## config.mk

```make
export PLATFORM = sky130hd
export DESIGN_NAME = conclover_access_arbiter
export DESIGN_NICKNAME = d
export VERILOG_FILES = /design/src/rtl/conclover_access_arbiter_pkg.sv /design/src/rtl/conclover_rr_pick.sv /design/src/rtl/conclover_access_arbiter.sv
export SDC_FILE = /design/constraint.sdc
export NUM_CORES = 1
export LEC_CHECK = 0
export ABC_CLOCK_PERIOD_IN_PS = 2700
export CAP_MARGIN = 10
export CORE_MARGIN = 2
export CORE_UTILIZATION = 44
export CTS_CLUSTER_SIZE = 10
export DETAILED_ROUTE_END_ITERATION = 12
export PLACE_DENSITY = 0.78
export RECOVER_POWER = 100
export SYNTH_ARGS = -nofsm -noshare
export SYNTH_HDL_FRONTEND = slang
export SYNTH_SLANG_ARGS = --single-unit
```

## constraint.sdc

```tcl
create_clock -name clk -period 2.7 [get_ports clk]
set_input_delay 0.81 -clock clk [delete_from_list [all_inputs] [get_ports clk]]
set_output_delay 0.81 -clock clk [all_outputs]
set_load 0.01 [all_outputs]
```

## src/rtl/conclover_access_arbiter_pkg.sv

```systemverilog
// Shared definitions for the conclover memory-access arbiter: FSM encoding,
// default sizing and the round-robin wrap helper.
package conclover_access_arbiter_pkg;

  localparam int NREQ_DEFAULT    = 3;
  localparam int TIMEOUT_DEFAULT = 1024;
  localparam int CW_DEFAULT      = 11;
  localparam int ADDR_W          = 16;
  localparam int DATA_W          = 8;

  typedef enum logic [1:0] {
    ST_IDLE  = 2'd0,
    ST_ISSUE = 2'd1,
    ST_WAIT  = 2'd2,
    ST_DONE  = 2'd3
  } arb_state_t;

  // (base + off) mod n, for base < n and off < n.
  function automatic int rr_wrap(input int base, input int off, input int n);
    int s;
    s = base + off;
    return (s >= n) ? s - n : s;
  endfunction

endpackage

```

## src/rtl/conclover_rr_pick.sv

```systemverilog
// Combinational round-robin selector: first pending index at or after the
// pointer, wrapping modulo NREQ.
module conclover_rr_pick
  import conclover_access_arbiter_pkg::*;
#(
  parameter int NREQ = NREQ_DEFAULT,
  parameter int IW   = $clog2(NREQ)
) (
  input  logic [NREQ-1:0] i_pending,
  input  logic [IW-1:0]   i_ptr,
  output logic [NREQ-1:0] o_pick,
  output logic [IW-1:0]   o_idx,
  output logic            o_valid
);

  logic [IW-1:0] w_cand;

  // NOTE: every signal written here gets a default before the loop; a path
  // that leaves one unassigned would infer a latch.
  always_comb begin
    o_pick  = '0;
    o_idx   = '0;
    o_valid = 1'b0;
    w_cand  = '0;
    for (int k = 0; k < NREQ; k++) begin
      w_cand = IW'(rr_wrap(int'(i_ptr), k, NREQ));
      if (!o_valid && i_pending[w_cand]) begin
        o_valid        = 1'b1;
        o_idx          = w_cand;
        o_pick[w_cand] = 1'b1;
      end
    end
  end

endmodule

```

## src/rtl/conclover_access_arbiter.sv

```systemverilog
// Round-robin arbiter sharing the byte-wide memory-access bus between NREQ
// requesters, one outstanding operation at a time, with a WAIT timeout.
module conclover_access_arbiter
  import conclover_access_arbiter_pkg::*;
#(
  parameter int NREQ    = NREQ_DEFAULT,
  parameter int TIMEOUT = TIMEOUT_DEFAULT,
  parameter int CW      = CW_DEFAULT
) (
  input  logic                   clk,
  input  logic                   rst,
  input  logic [NREQ-1:0]        req_read,
  input  logic [NREQ-1:0]        req_write,
  input  logic [NREQ*ADDR_W-1:0] req_addr,
  input  logic [NREQ*DATA_W-1:0] req_wdata,
  output logic [NREQ-1:0]        req_rdy,
  output logic [DATA_W-1:0]      req_rdata,
  output logic                   mem_read,
  output logic                   mem_write,
  output logic [ADDR_W-1:0]      mem_addr,
  output logic [DATA_W-1:0]      mem_wdata,
  input  logic                   mem_rdy,
  input  logic [DATA_W-1:0]      mem_rdata,
  output logic [NREQ-1:0]        grant,
  output logic                   busy,
  output logic                   timeout_err,
  input  logic                   err_clr
);

  localparam int IW = $clog2(NREQ);

  arb_state_t          r_state;
  arb_state_t          w_state_next;
  logic [IW-1:0]       r_ptr;
  logic [IW-1:0]       r_idx;
  logic [NREQ-1:0]     r_grant;
  logic                r_is_write;
  logic [ADDR_W-1:0]   r_addr;
  logic [DATA_W-1:0]   r_wdata;
  logic [DATA_W-1:0]   r_rdata;
  logic [CW-1:0]       r_cnt;
  logic                r_timeout_err;

  logic [NREQ-1:0]     w_pending;
  logic [NREQ-1:0]     w_pick;
  logic [IW-1:0]       w_pick_idx;
  logic                w_pick_valid;
  logic                w_timeout_hit;

  assign w_pending     = req_read | req_write;
  // A real mem_rdy on the last WAIT cycle takes precedence over the timeout.
  assign w_timeout_hit = (r_state == ST_WAIT) && !mem_rdy && (r_cnt == CW'(TIMEOUT - 1));
  assign timeout_err   = r_timeout_err;

  conclover_rr_pick #(
    .NREQ (NREQ),
    .IW   (IW)
  ) u_rr_pick (
    .i_pending (w_pending),
    .i_ptr     (r_ptr),
    .o_pick    (w_pick),
    .o_idx     (w_pick_idx),
    .o_valid   (w_pick_valid)
  );

  // NOTE: sequential state uses non-blocking assignments so every register
  // samples the pre-edge values, independent of statement order.
  always_ff @(posedge clk) begin
    if (rst) r_state <= ST_IDLE;
    else     r_state <= w_state_next;
  end

  always_comb begin
    w_state_next = r_state;
    req_rdy      = '0;
    req_rdata    = '0;
    mem_read     = 1'b0;
    mem_write    = 1'b0;
    mem_addr     = '0;
    mem_wdata    = '0;
    grant        = '0;
    busy         = 1'b0;
    unique case (r_state)
      ST_IDLE: begin
        if (w_pick_valid) w_state_next = ST_ISSUE;
      end
      ST_ISSUE: begin
        busy         = 1'b1;
        grant        = r_grant;
        mem_read     = !r_is_write;
        mem_write    = r_is_write;
        mem_addr     = r_addr;
        mem_wdata    = r_is_write ? r_wdata : '0;
        w_state_next = ST_WAIT;
      end
      ST_WAIT: begin
        busy  = 1'b1;
        grant = r_grant;
        if (mem_rdy || w_timeout_hit) w_state_next = ST_DONE;
      end
      ST_DONE: begin
        busy         = 1'b1;
        grant        = r_grant;
        req_rdy      = r_grant;
        req_rdata    = r_rdata;
        w_state_next = ST_IDLE;
      end
      default: w_state_next = ST_IDLE;
    endcase
  end

  // Operation context is captured once in IDLE; later request changes are ignored.
  always_ff @(posedge clk) begin
    if (rst) begin
      r_ptr      <= '0;
      r_idx      <= '0;
      r_grant    <= '0;
      r_is_write <= 1'b0;
      r_addr     <= '0;
      r_wdata    <= '0;
      r_rdata    <= '0;
      r_cnt      <= '0;
    end else begin
      unique case (r_state)
        ST_IDLE: begin
          if (w_pick_valid) begin
            r_idx      <= w_pick_idx;
            r_grant    <= w_pick;
            r_is_write <= req_write[w_pick_idx];
            r_addr     <= req_addr[int'(w_pick_idx)*ADDR_W +: ADDR_W];
            r_wdata    <= req_wdata[int'(w_pick_idx)*DATA_W +: DATA_W];
          end
        end
        ST_ISSUE: r_cnt <= '0;
        ST_WAIT: begin
          r_cnt <= r_cnt + CW'(1);
          if (mem_rdy)            r_rdata <= r_is_write ? '0 : mem_rdata;
          else if (w_timeout_hit) r_rdata <= '0;
        end
        ST_DONE: r_ptr <= (r_idx == IW'(NREQ - 1)) ? '0 : r_idx + IW'(1);
        default: ;
      endcase
    end
  end

  // Sticky error: a timeout on the same edge as err_clr keeps the flag set.
  always_ff @(posedge clk) begin
    if (rst)                r_timeout_err <= 1'b0;
    else if (w_timeout_hit) r_timeout_err <= 1'b1;
    else if (err_clr)       r_timeout_err <= 1'b0;
  end

endmodule
```

# == Yosys cells after proc, flatten, opt, wreduce, memory -nomap -nowiden ==
# Index checks and enable logic that the tools add are counted.
# Widths: inputs -> output; s select.
# op_classes
n_addsub,7
n_lt_le_gt_ge,10
eq_ne,7
shift,2
mux,45
bitwise,3
reduce_logical,20
# ops
op,count
$mux 8,6
$shiftx 48x7->16,1
$shiftx 24x6->8,1
$pmux 11 s2,1
$mux 2,9
$mux 16,1
$mux 1,15
$mux 3,5
$lt 2x3->1 const B,4
$add 11x1->11 const B,1
$eq 11x10->1 const B,1
$or 3x3->3,3
$bmux 1 s2,4
$pmux 2 s4,1
$logic_and 1x1->1,7
$demux 1 s2,3
$eq 2x2->1 const B,3
$ge 2x1->1 const B,3
$ge 3x2->1 const B,2
$reduce_and 2->1,3
$reduce_bool 2->1,3
$logic_not 1->1,4
$ne 2x1->1 const B,2
$sub 2x1->2 const B,2
9 further kinds,9
# word_totals
reg_bits,54
in_bits,90
out_inout_bits,42

# == Logic depth before layout (Yosys ltp) ==
# logic_depth
word_depth,13
ltp_mapped,11
mapped_depth_nobuf,8

# == By module ==
# From an unflattened synthesis, not the netlist that was laid out.
# hier_totals
cells_unflattened,376
hier_area_um2,3179.3
# by_module_without_submodules
module,n_inst,cells_each,area_per_inst_um2,seq_area_each_um2
conclover_access_arbiter,1,335,2897.8,1081.0
conclover_rr_pick,1,41,281.5,0.0

# == Least setup slack after synthesis ==
# OpenSTA, ideal clock, no wires.
# synth_timing
path_type,in2reg
startpoint,in req_read[1]
endpoint,reg r_addr[10]
t_arrival_ps,2258
required_ps,2571
setup_slack_ps,313
stages,8
path_buffers,2
path_cell_list,nor2_1 nor2_1 a211oi_4 a31o_1 buf_4 nand3b_4 buf_6 o221ai_2
# synth_via
elab_chain_cells,11
elab_cells_between_ends,19
classes_between,shift (1); mux (12); bitwise (1); reduce/logical (5)
# synth_rtl
element,line,text
"start, declared",conclover_access_arbiter.sv:12,"input logic [NREQ-1:0] req_read,"
$or 3x3->3 (*),conclover_access_arbiter.sv:50,assign w_pending = req_read | req_write;
$bmux 1 s2,conclover_rr_pick.sv:27,if (!o_valid && i_pending[w_cand]) begin
$mux 1 (not written as such),conclover_rr_pick.sv:27,
$mux 1,conclover_rr_pick.sv:27,
$logic_not 1->1,conclover_rr_pick.sv:27,
$logic_and 1x1->1,conclover_rr_pick.sv:27,
$mux 1,conclover_rr_pick.sv:27,
$logic_not 1->1,conclover_rr_pick.sv:27,
$logic_and 1x1->1,conclover_rr_pick.sv:27,
$mux 2 / $mux 1 (equally long branches),conclover_rr_pick.sv:27,
$shiftx 48x7->16 / $reduce_and 2->1 (equally long branches),-,
"end signal, assigned",conclover_access_arbiter.sv:130,r_addr <= req_addr[int'(w_pick_idx)*ADDR_W +: ADDR_W];
"end, declared",conclover_access_arbiter.sv:38,logic [ADDR_W-1:0] r_addr;
# Mark *: on every way between the ends. The rest lies on a longest branch, timed or not. The select of a mux whose other input is x is not followed.
# A chain may end at the register's enable or synchronous reset.

# == Final worst setup path ==
# layout_timing
startpoint,in req_read[0]
endpoint,reg r_addr[5]
# The elaborated chain is that of the path after synthesis.

==> flow_summary.toml <==
[die]
core_um2 = 7210
die_h_um = 90.1
start_util = 0.452
top_level_ports = 132
placementRows = 31
fp.dieArea_um2 = 8110
die_x_um = 90.1

[yosys]
synth_top_cell_by_area = "dfxtp_1"
async_flop_share = 0
netlist_instances = 368
synth_warnings = 0
yosysMostFrequentCell = "dfxtp_1"
synth_seq_area_share = 0.332
yosysUniqueCellTypes = 48
syn_nets = 467
synthFlopType = "dfxtp_1"
synth_edf_count = 0
synthTopCellsByCount = "dfxtp_1, nand2_1, and2_1, mux2i_1, nand4_1"
avgSynthCellArea_um2 = 8.85
synth_seq_cells = 54
syn_area_um2 = 3260
synth_top_area_frac = 0.332
synth.area.top_cells = "dfxtp_1, o221ai_2, mux2i_1, and2_1, nand4_1"

[critical_path]
cp-end-kind = "register"
cp.required_ns = 2.92
timing.critical_path.buf_inv = 3
slowest_stage = "clkdlybuf4s50_1"
worstSetupPathType = "input port to register"
cp-start-kind = "input port"
worstPathMaxFanout = 6
cp_top_family = "buffers and inverters"
arrival_ns = 2.86
crit_chain = "clkdlybuf4s50_1 -> nor3_1 -> buf_4 -> a211oi_2 -> nor2_1 -> a31oi_4 -> nand3b_4 -> clkbuf_16 -> o221ai_2"
cpPeakStageDelay_ns = 0.51

[clock_network]
cts_tree = "done"
cts_max_path_buffers = 2
clock_latency_ns = 0.31
numCtsBuffers = 5
cts_hold_buf = 0
cts_root_buf = "clkbuf_8"
h-tree-depth = 2
cts.sinks = 54
clkTransAtPathRegs_ns = 0.09

[route]
ant_nets = 0
drt-pass1-iter-count = 4
first_iter_violations = 166
viasPerCell = 5.58
wl_per_cell_um = 17.2
wl_um = 10600
drc = 0
vias = 3417

[run]
drv_cap = 0

[global_route]
first_global_vias = 3286
antenna_found_initial = 0
grt_pass1_wl_um = 16700
track_usage = 0.246
grt_max_degree = 51
gr-total-overflow = 0

[sta]
fmax_mhz = 379
finalMaxSlewViolations = 0
finClkSkew_ns = 0.0105
tightest_slew_ns = 0.587
maxSlewHeadroom = 0.608
period_share = 0.976
finalHoldViolCount = 0
timing.final.crit_period_ns = 2.64
setup_viol = 0

[final_layout]
fin_area_um2 = 5060
fin_nets = 611
finalCoreUtilization = 0.702
diodes = 0
drive_gt1_frac = 0.156
syn_to_final_growth_pct = 55.5

[placed_design]
place.gp.congestion = 0.867
hpwl_um = 7060
placed_cell_area_um2 = 4780
io_buffers = 131

[power]
power.density_cell_area_nw_per_um2 = 738
peakVddDrop_mv = 0.570
power.leakage_nw = 2.11

[status]
outcome = "finished, final reports clean"

[hold_path]
hold_path.class = "register to register"
==> placed cells by master, fill, tap and decap left out, types with 6 or more instances in the layout <==
master / n
ha_1: 8
nand4_1: 29
and2_1: 29
dfxtp_1: 53
and3_1: 9
mux2i_1: 29
clkdlybuf4s50_1: 118
inv_1: 9
o21ai_0: 6
nand3_1: 10
dlymetal6s2s_1: 10
o221ai_2: 21
nand2_1: 41
nor2_1: 21
a21oi_1: 15
xor2_1: 6
buf_4: 22
==> sequential cells by signal (all words and copies together) (netlist names) <==
register,cells
timeout_err,1
r_is_write,1
r_idx,2
r_addr,16
r_wdata,8
r_rdata,8
r_grant,3
r_ptr,2
r_cnt,11
r_state,2
==> final cells by class <==
cell class	count	area [um2]
clock inverter	2	13.8
clock buffer	6	72.6
tap	99	124
inverter	11	41.3
timing repair buffer	164	1680
fill	582	2150
sequential	54	1080
multi-input combinational	276	2050
==> path summary, 6_finish.rpt <==
path | startpoint | to | slack, ns | cells after the start
hold reg to reg | r_rdata[7]$_SDFFE_PP0P_ | r_rdata[7]$_SDFFE_PP0P_ | 0.46 | 2
hold / removal | r_rdata[7]$_SDFFE_PP0P_ | r_rdata[7]$_SDFFE_PP0P_ | 0.46 | 2
setup reg to reg | r_ptr[0]$_SDFFE_PP0N_ | r_addr[5]$_SDFFE_PP0P_ | 0.29 | 10
setup / recovery | req_read[0] | r_addr[5]$_SDFFE_PP0P_ | 0.06 | 9
==> logic make-up after synthesis <==
family | after synthesis | synth area share
AO/OA/AOI/OAI | 66 | 0.196
AND/OR/NAND/NOR | 165 | 0.275
flip-flops | 54 | 0.332
adder cells (fa/ha/maj) | 9 | 0.0346
buffers and inverters | 39 | 0.0568
XOR/XNOR | 6 | 0.0161
multiplexers | 29 | 0.0891
==> repair_timing <==
item,in CTS,in global routing
pin swaps,3,4
setup endpoints to repair,29,44
cloned,1,3
resized for setup,4,21
hold endpoints to repair,0,0
buffers inserted,3,2
==> worst register-to-register path: stages (launching register included) <==
cell	delay (ns)
dfxtp_1	0.34
inv_1	0.06
ha_1	0.43
nor3_1	0.23
buf_4	0.15
a211oi_4	0.04
buf_6	0.15
a31oi_4	0.34
nand3b_4	0.20
clkbuf_16	0.22
o221ai_2	0.18
==> through the flow <==
stage	setup TNS (ns)	std cells	hold slack [ns]	setup WS [ns]	total power, mW
after CTS	0	607	0.454	0.00153	3.58
after global routing	-0.119	612	0.472	-0.0469	3.97
after global placement	-14.47	595	0.435	-0.573	3.02
final	0	612	0.455	0.0649	3.74
after floorplan	0	368	0.427	0.313	2.34
after detailed placement	-15.77	595	0.443	-0.612	3.07
==> where the power goes <==
part / internal, mW / switching [mW] / total (mW)
clock: 0.184 / 0.269 / 0.453
sequential: 1.02 / 0.133 / 1.15
combinational: 1.04 / 1.10 / 2.13
==> per-layer routing <==
metal / wire [um] / global-route usage / vias to the layer above
met1: 4510 / 0.331 / 1619
li1: - / - / 1627
met4: 194 / 0.0603 / 0
met3: 798 / 0.0604 / 17
met5: 0 / 0 / -
met2: 5060 / 0.398 / 154
Note: power is estimated with default switching activity, not from simulation.
